### config.mk
export PLATFORM = sky130hd
export DESIGN_NAME = rob_wb_arbiter
export DESIGN_NICKNAME = d
export VERILOG_FILES = /design/src/rtl/rob_wb_arbiter.sv
export SDC_FILE = /design/constraint.sdc
export NUM_CORES = 1
export LEC_CHECK = 0
export ABC_AREA = 1
export CAP_MARGIN = 10
export CORE_UTILIZATION = 30
export DETAILED_ROUTE_END_ITERATION = 6
export DONT_BUFFER_PORTS = 1
export PLACE_DENSITY = 0.48
export SLEW_MARGIN = 10
export SYNTH_ARGS = -nofsm -noshare
export SYNTH_HDL_FRONTEND = slang
export SYNTH_SLANG_ARGS = --single-unit
### constraint.sdc
create_clock -name clk -period 1.87 [get_ports clk]
set_input_delay 0.2805 -clock clk [delete_from_list [all_inputs] [get_ports clk]]
set_output_delay 0.2805 -clock clk [all_outputs]
set_load 0.005 [all_outputs]
### src/rtl/rob_wb_arbiter.sv
// rob_wb_arbiter: funnels completions from NUM_REQ execution units into the
// ROB's single registered mark port. Each unit owns a BUF_DEPTH FIFO; a
// round-robin arbiter pops at most one FIFO head per cycle.
// Optional feature macro: WB_ARB_PERF_EN adds per-unit stall counters
// (perf_stall_cnt), saturating at 16'hFFFF and cleared by reset only.

// Per-unit completion FIFO. Pointers carry an extra wrap bit so that
// full/empty decode directly from the pointer pair.
module rob_wb_fifo #(
  parameter int DW    = 8,
  parameter int DEPTH = 2
) (
  input  logic          clk,
  input  logic          reset_n,
  input  logic          flush_i,
  input  logic          push_i,
  input  logic          pop_i,
  input  logic [DW-1:0] wdata_i,
  output logic [DW-1:0] rdata_o,
  output logic          empty_o,
  output logic          full_o
);
  localparam int AW = (DEPTH > 1) ? $clog2(DEPTH) : 1;
  localparam int PW = $clog2(DEPTH) + 1;

  logic [PW-1:0] wptr_q, rptr_q;
  logic [DW-1:0] mem_q [DEPTH];
  logic [AW-1:0] waddr, raddr;

  generate
    if (DEPTH > 1) begin : g_addr
      assign waddr = wptr_q[AW-1:0];
      assign raddr = rptr_q[AW-1:0];
    end else begin : g_addr1
      assign waddr = '0;
      assign raddr = '0;
    end
  endgenerate

  assign empty_o = (wptr_q == rptr_q);
  // Full when pointers differ only in the wrap bit (DEPTH is a power of 2).
  assign full_o  = ((wptr_q ^ rptr_q) == PW'(DEPTH));
  assign rdata_o = mem_q[raddr];

  // Pointer update; flush empties the FIFO and wins over push/pop.
  always_ff @(posedge clk or negedge reset_n) begin
    if (!reset_n) begin
      wptr_q <= '0;
      rptr_q <= '0;
    end else if (flush_i) begin
      wptr_q <= '0;
      rptr_q <= '0;
    end else begin
      if (push_i) wptr_q <= wptr_q + PW'(1);
      if (pop_i)  rptr_q <= rptr_q + PW'(1);
    end
  end

  // Storage write; contents need no reset since pointers gate visibility.
  always_ff @(posedge clk) begin
    if (push_i) mem_q[waddr] <= wdata_i;
  end
endmodule

module rob_wb_arbiter #(
  parameter int NUM_REQ   = 4,
  parameter int ROB_SIZE  = 32,
  parameter int BUF_DEPTH = 2,
  localparam int IDX_BITS = $clog2(ROB_SIZE),
  localparam int GID_BITS = $clog2(NUM_REQ)
) (
  input  logic                               clk,
  input  logic                               reset_n,
  input  logic [NUM_REQ-1:0]                 req_valid,
  output logic [NUM_REQ-1:0]                 req_ready,
  input  logic [NUM_REQ-1:0][IDX_BITS-1:0]   req_rob_idx,
  input  logic [NUM_REQ-1:0]                 req_exception,
  input  logic                               flush_en,
  output logic                               mark_ready_en,
  output logic [IDX_BITS-1:0]                mark_ready_idx,
  output logic                               mark_ready_val,
  output logic                               mark_exception,
  output logic [GID_BITS-1:0]                grant_id,
  output logic                               busy
`ifdef WB_ARB_PERF_EN
  ,output logic [NUM_REQ-1:0][15:0]          perf_stall_cnt
`endif
);
  typedef struct packed {
    logic                exc;
    logic [IDX_BITS-1:0] idx;
  } ent_t;
  localparam int EW = $bits(ent_t);

  logic [NUM_REQ-1:0]         empty_w, full_w, push_w, pop_w;
  logic [NUM_REQ-1:0][EW-1:0] head_w;
  logic                       gnt_vld;
  logic [GID_BITS-1:0]        gnt_id, cand;
  ent_t                       gnt_ent;

  logic                en_q, exc_q;
  logic [IDX_BITS-1:0] idx_q;
  logic [GID_BITS-1:0] gid_q, rr_q;

  // Ready depends on current occupancy only, so a full FIFO never accepts
  // even when it is being popped in the same edge.
  assign req_ready = ~full_w & {NUM_REQ{~flush_en}};
  assign push_w    = req_valid & req_ready;
  assign busy      = ~&empty_w;

  genvar gi;
  generate
    for (gi = 0; gi < NUM_REQ; gi++) begin : g_lane
      assign pop_w[gi] = gnt_vld && (gnt_id == GID_BITS'(gi)) && !flush_en;
      rob_wb_fifo #(.DW(EW), .DEPTH(BUF_DEPTH)) u_fifo (
        .clk     (clk),
        .reset_n (reset_n),
        .flush_i (flush_en),
        .push_i  (push_w[gi]),
        .pop_i   (pop_w[gi]),
        .wdata_i ({req_exception[gi], req_rob_idx[gi]}),
        .rdata_o (head_w[gi]),
        .empty_o (empty_w[gi]),
        .full_o  (full_w[gi])
      );
    end
  endgenerate

  // Round-robin scan from rr_q; walking backwards lets the nearest hit win.
  always_comb begin
    gnt_vld = 1'b0;
    gnt_id  = '0;
    cand    = '0;
    for (int k = NUM_REQ - 1; k >= 0; k--) begin
      cand = GID_BITS'((int'(rr_q) + k) % NUM_REQ);
      if (!empty_w[cand]) begin
        gnt_vld = 1'b1;
        gnt_id  = cand;
      end
    end
  end

  assign gnt_ent = ent_t'(head_w[gnt_id]);

  // Registered mark port and round-robin pointer; flush overrides a grant.
  always_ff @(posedge clk or negedge reset_n) begin
    if (!reset_n) begin
      en_q  <= 1'b0;
      exc_q <= 1'b0;
      idx_q <= '0;
      gid_q <= '0;
      rr_q  <= '0;
    end else if (flush_en) begin
      en_q <= 1'b0;
      rr_q <= '0;
    end else if (gnt_vld) begin
      en_q  <= 1'b1;
      exc_q <= gnt_ent.exc;
      idx_q <= gnt_ent.idx;
      gid_q <= gnt_id;
      rr_q  <= GID_BITS'((int'(gnt_id) + 1) % NUM_REQ);
    end else begin
      en_q <= 1'b0;
    end
  end

  assign mark_ready_en  = en_q;
  assign mark_ready_val = en_q;
  assign mark_ready_idx = idx_q;
  assign mark_exception = exc_q;
  assign grant_id       = gid_q;

`ifdef WB_ARB_PERF_EN
  logic [NUM_REQ-1:0][15:0] cnt_q;

  // Saturating stall counters; flush deliberately does not clear them.
  always_ff @(posedge clk or negedge reset_n) begin
    if (!reset_n) begin
      cnt_q <= '0;
    end else begin
      for (int i = 0; i < NUM_REQ; i++)
        if (req_valid[i] && !req_ready[i] && cnt_q[i] != 16'hFFFF)
          cnt_q[i] <= cnt_q[i] + 16'd1;
    end
  end

  assign perf_stall_cnt = cnt_q;
`endif
endmodule

==> impl_metrics.tcl, run 1 <==
set metrics [dict create \
    fin_crit_sh 1.048 \
    rows 39 \
    numCtsBuffers 9 \
    drv_slew 0 \
    ys_seq_area_frac 0.5797 \
    layout_commonest_cell "nand2_1" \
    layout_common_cells "nand2_1 (99), buf_4 (59), edfxtp_1 (48)" \
    crit_arrival_ns 2.18 \
    crit_fanout 9 \
    mappedNetlistArea_sq_um 3652 \
    maxCapViolCount 0 \
    slew-limit-headroom 0.6736 \
    yosysTopAreaCellShare 0.3947 \
    grt_setup_unrepaired "true" \
    netlist_top_cells_area "edfxtp_1 (39%), dfrtp_1 (18%), nand2_1 (12%), nand3_1 (4.2%), mux2i_1 (3.0%)" \
    hpwl_um 6234 \
    cp-startpoint "rr_q[0]$_DFFE_PN0P_" \
    drt_iter0_markers 132 \
    io_buffers 0 \
    dr.pass1.iters 6 \
    vias_per_cell 4.636 \
    finalInstanceArea_sq_um 5022 \
    syn_inst 360 \
    hp-start "flush_en" \
    layout_min_cycle_time_ns 1.960 \
    r2r_start "rr_q[0]$_DFFE_PN0P_" \
    htree_levels 3 \
    status "finished with violations" \
    finalSetupViolations 15 \
    whs_ns 0.01517 \
    drc 2 \
    r2r_slack_ns -0.09 \
    finalWorstSetupSlack_ns -0.09025 \
    start_util 0.3132 \
    num_vias 2703 \
    worst_path_max_delay_cell "dfrtp_2" \
    violations "design-rule violations, negative setup slack" \
    ys_warn_count 0 \
    path_class "flop to flop" \
    wl_per_cell_um 15.57 \
    required_ns 2.09 \
    path_cells "xnor2_4, inv_2, nand3_2, nand2_2, inv_2, buf_4, nand2_2, nand2_4, nand2_8, nand2_4, nand2_2, o21ai_2, nand3_1, nand3_1" \
    die_x_um 112.3 \
    synth_seq_cells 75 \
    antenna_found_initial 0 \
    grt_pass1_wl_um 14660 \
    yosysTopAreaCell "edfxtp_1" \
    dp_slack_ns -0.08072 \
    ios 46 \
    clock-sinks 75 \
    fin_tns_setup_ns -0.8812 \
    cp-end-kind "flop" \
    ant_nets 0 \
    coreArea_sq_um 11660 \
    groute.usage.overall 0.1548 \
    grt_max_degree 28 \
    vdd.ir_drop.worst_uv 940.2 \
    die_h_um 112.3 \
    leakage_nw 2.169 \
    cp-start-kind "flop" \
    dpl_cell_area_sq_um 4161 \
    skew_ns 0.006822 \
    max_stage_delay_ns 0.50 \
    first_global_vias 2777 \
    diodes 0 \
    gp_congestion 0.8112 \
    fin_nets 466 \
    grt_remaining_overflow 0 \
    cts_tree "built" \
    cts_buffer_depth 2 \
    drt-total-wl_um 9075 \
    dieArea_sq_um 12620 \
    hold_viol 0 \
    syn_to_final_growth_pct 37.51 \
    cts_root_buf "clkbuf_16" \
    path_buf_inv 3 \
    clk_pin_slew_worst_paths_ns 0.06 \
    synth_cell_types 37 \
    powerDensity_nw_per_um2 1953 \
    crit_family "simple AND/OR/NAND/NOR gates" \
    avgSynthCellArea_sq_um 10.15 \
    fmax_ghz 0.5101 \
    syn_nets 391 \
    cp_common_cell "nand2_2" \
    drive_gt1_frac 0.4091 \
    hp-class "input pin to flop" \
    worstMarginPinSlew_ns 0.4866 \
    p_total_mw 9.811 \
    insertion_delay_ns 0.34 \
]
[worst paths after layout]
check	end	depth (start not counted)
setup reg to reg	mark_ready_idx[1]$_DFFE_PN0P_	14
setup / recovery	mark_ready_idx[1]$_DFFE_PN0P_	14
hold reg to reg	g_lane[3].u_fifo.wptr_q[1]$_DFFE_PN0P_	2
min in group asynchronous	mark_ready_idx[3]$_DFFE_PN0P_	2
max in group asynchronous	g_lane[3].u_fifo.rptr_q[0]$_DFFE_PN0P_	2
hold / removal	g_lane[1].u_fifo.rptr_q[0]$_DFFE_PN0P_	1
[where the power goes]
part	switching (mW)	internal [mW]	total [mW]
logic	3.04	2.29	5.33
clock network	0.651	1.51	2.16
registers	0.246	2.08	2.32
[cell type report]
cell class              count  area [sq um]
inverters                  28         127.6
fillers                  1090          6640
repair buffers             73         610.6
clock buffers              12         256.5
flip-flops and latches     75          2120
well taps                 143         178.9
multi-input cells         248          1609
clock inverters             4         120.1
[kinds of logic (layout without fill, tap and decap cells)]
family	after synthesis	count (layout)	synth area share
compound gates	25	25	0.04214
xor+xnor	3	3	0.009252
buf+inv	39	117	0.06097
flops	75	75	0.5797
mux	11	11	0.03015
simple gates	207	209	0.2778
[routing by layer]
layer	GRT usage	vias up	routed length [um]
met2	0.2489	54	4321
met5	0	-	0
met1	0.1943	1277	3999
met3	0.03294	21	402
met4	0.08711	0	352
li1	-	1351	-
[per-stage QoR]
| step | util | std cells |
|---|---|---|
| 2_1_floorplan | - | 360 |
| 3_3_place_gp | 0.3568 | 550 |
| 3_5_place_dp | 0.3568 | 550 |
| 4_1_cts | 0.4122 | 578 |
| 5_1_grt | 0.4306 | 583 |
| 6_report | 0.4306 | 583 |
[cell usage after synthesis]
cell type / number
nand2_1: 114
edfxtp_1: 48
nand3_1: 31
dfrtp_1: 27
nor2_1: 23
nand2_2: 15
inv_1: 14
mux2i_1: 11
inv_2: 9
nand3_2: 9
a21oi_1: 6
buf_6: 6
nand2_4: 5
o21ai_1: 5
a31oi_1: 4
o21ai_0: 4
inv_4: 3
nor2_2: 3
o21a_1: 3
buf_4: 2
nor3_2: 2
a21oi_4: 1
buf_1: 1
buf_8: 1
clkbuf_1: 1
clkinv_1: 1
inv_6: 1
nand2_8: 1
nand3b_1: 1
nand4_1: 1
nand4_4: 1
nor2_4: 1
o21ai_2: 1
o22ai_1: 1
xnor2_1: 1
xnor2_2: 1
xor2_1: 1
[registers in the layout, summed over array words and instances (netlist names)]
register	count
g_lane.u_fifo.mem_q	48
g_lane.u_fifo.rptr_q	8
g_lane.u_fifo.wptr_q	8
grant_id	2
mark_exception	1
mark_ready_en	1
mark_ready_idx	5
rr_q	2
[what timing repair did]
item | 4_1_cts | 5_1_grt
endpoints found under the setup margin | 14 | 35
gates cloned | 2 | 0
setup buffers | 8 | 5
resized for setup | 34 | 43
pin swaps | 15 | 19
hold buffers | 3 | 0
endpoints found under the hold margin | 30 | 0
Note: power is estimated with default switching activity, not from simulation.
==> inputs of run 2 (changes only) <==
- CTS_CLUSTER_SIZE: unset -> 12
==> results of run 2 <==
No change in the layout: final DEF, timing and power equal those of run 1.
==> inputs of run 3 (changes only) <==
- CTS_CLUSTER_SIZE: 12 -> unset
==> results of run 3 <==
No change in the layout: final DEF, timing and power equal those of run 1.
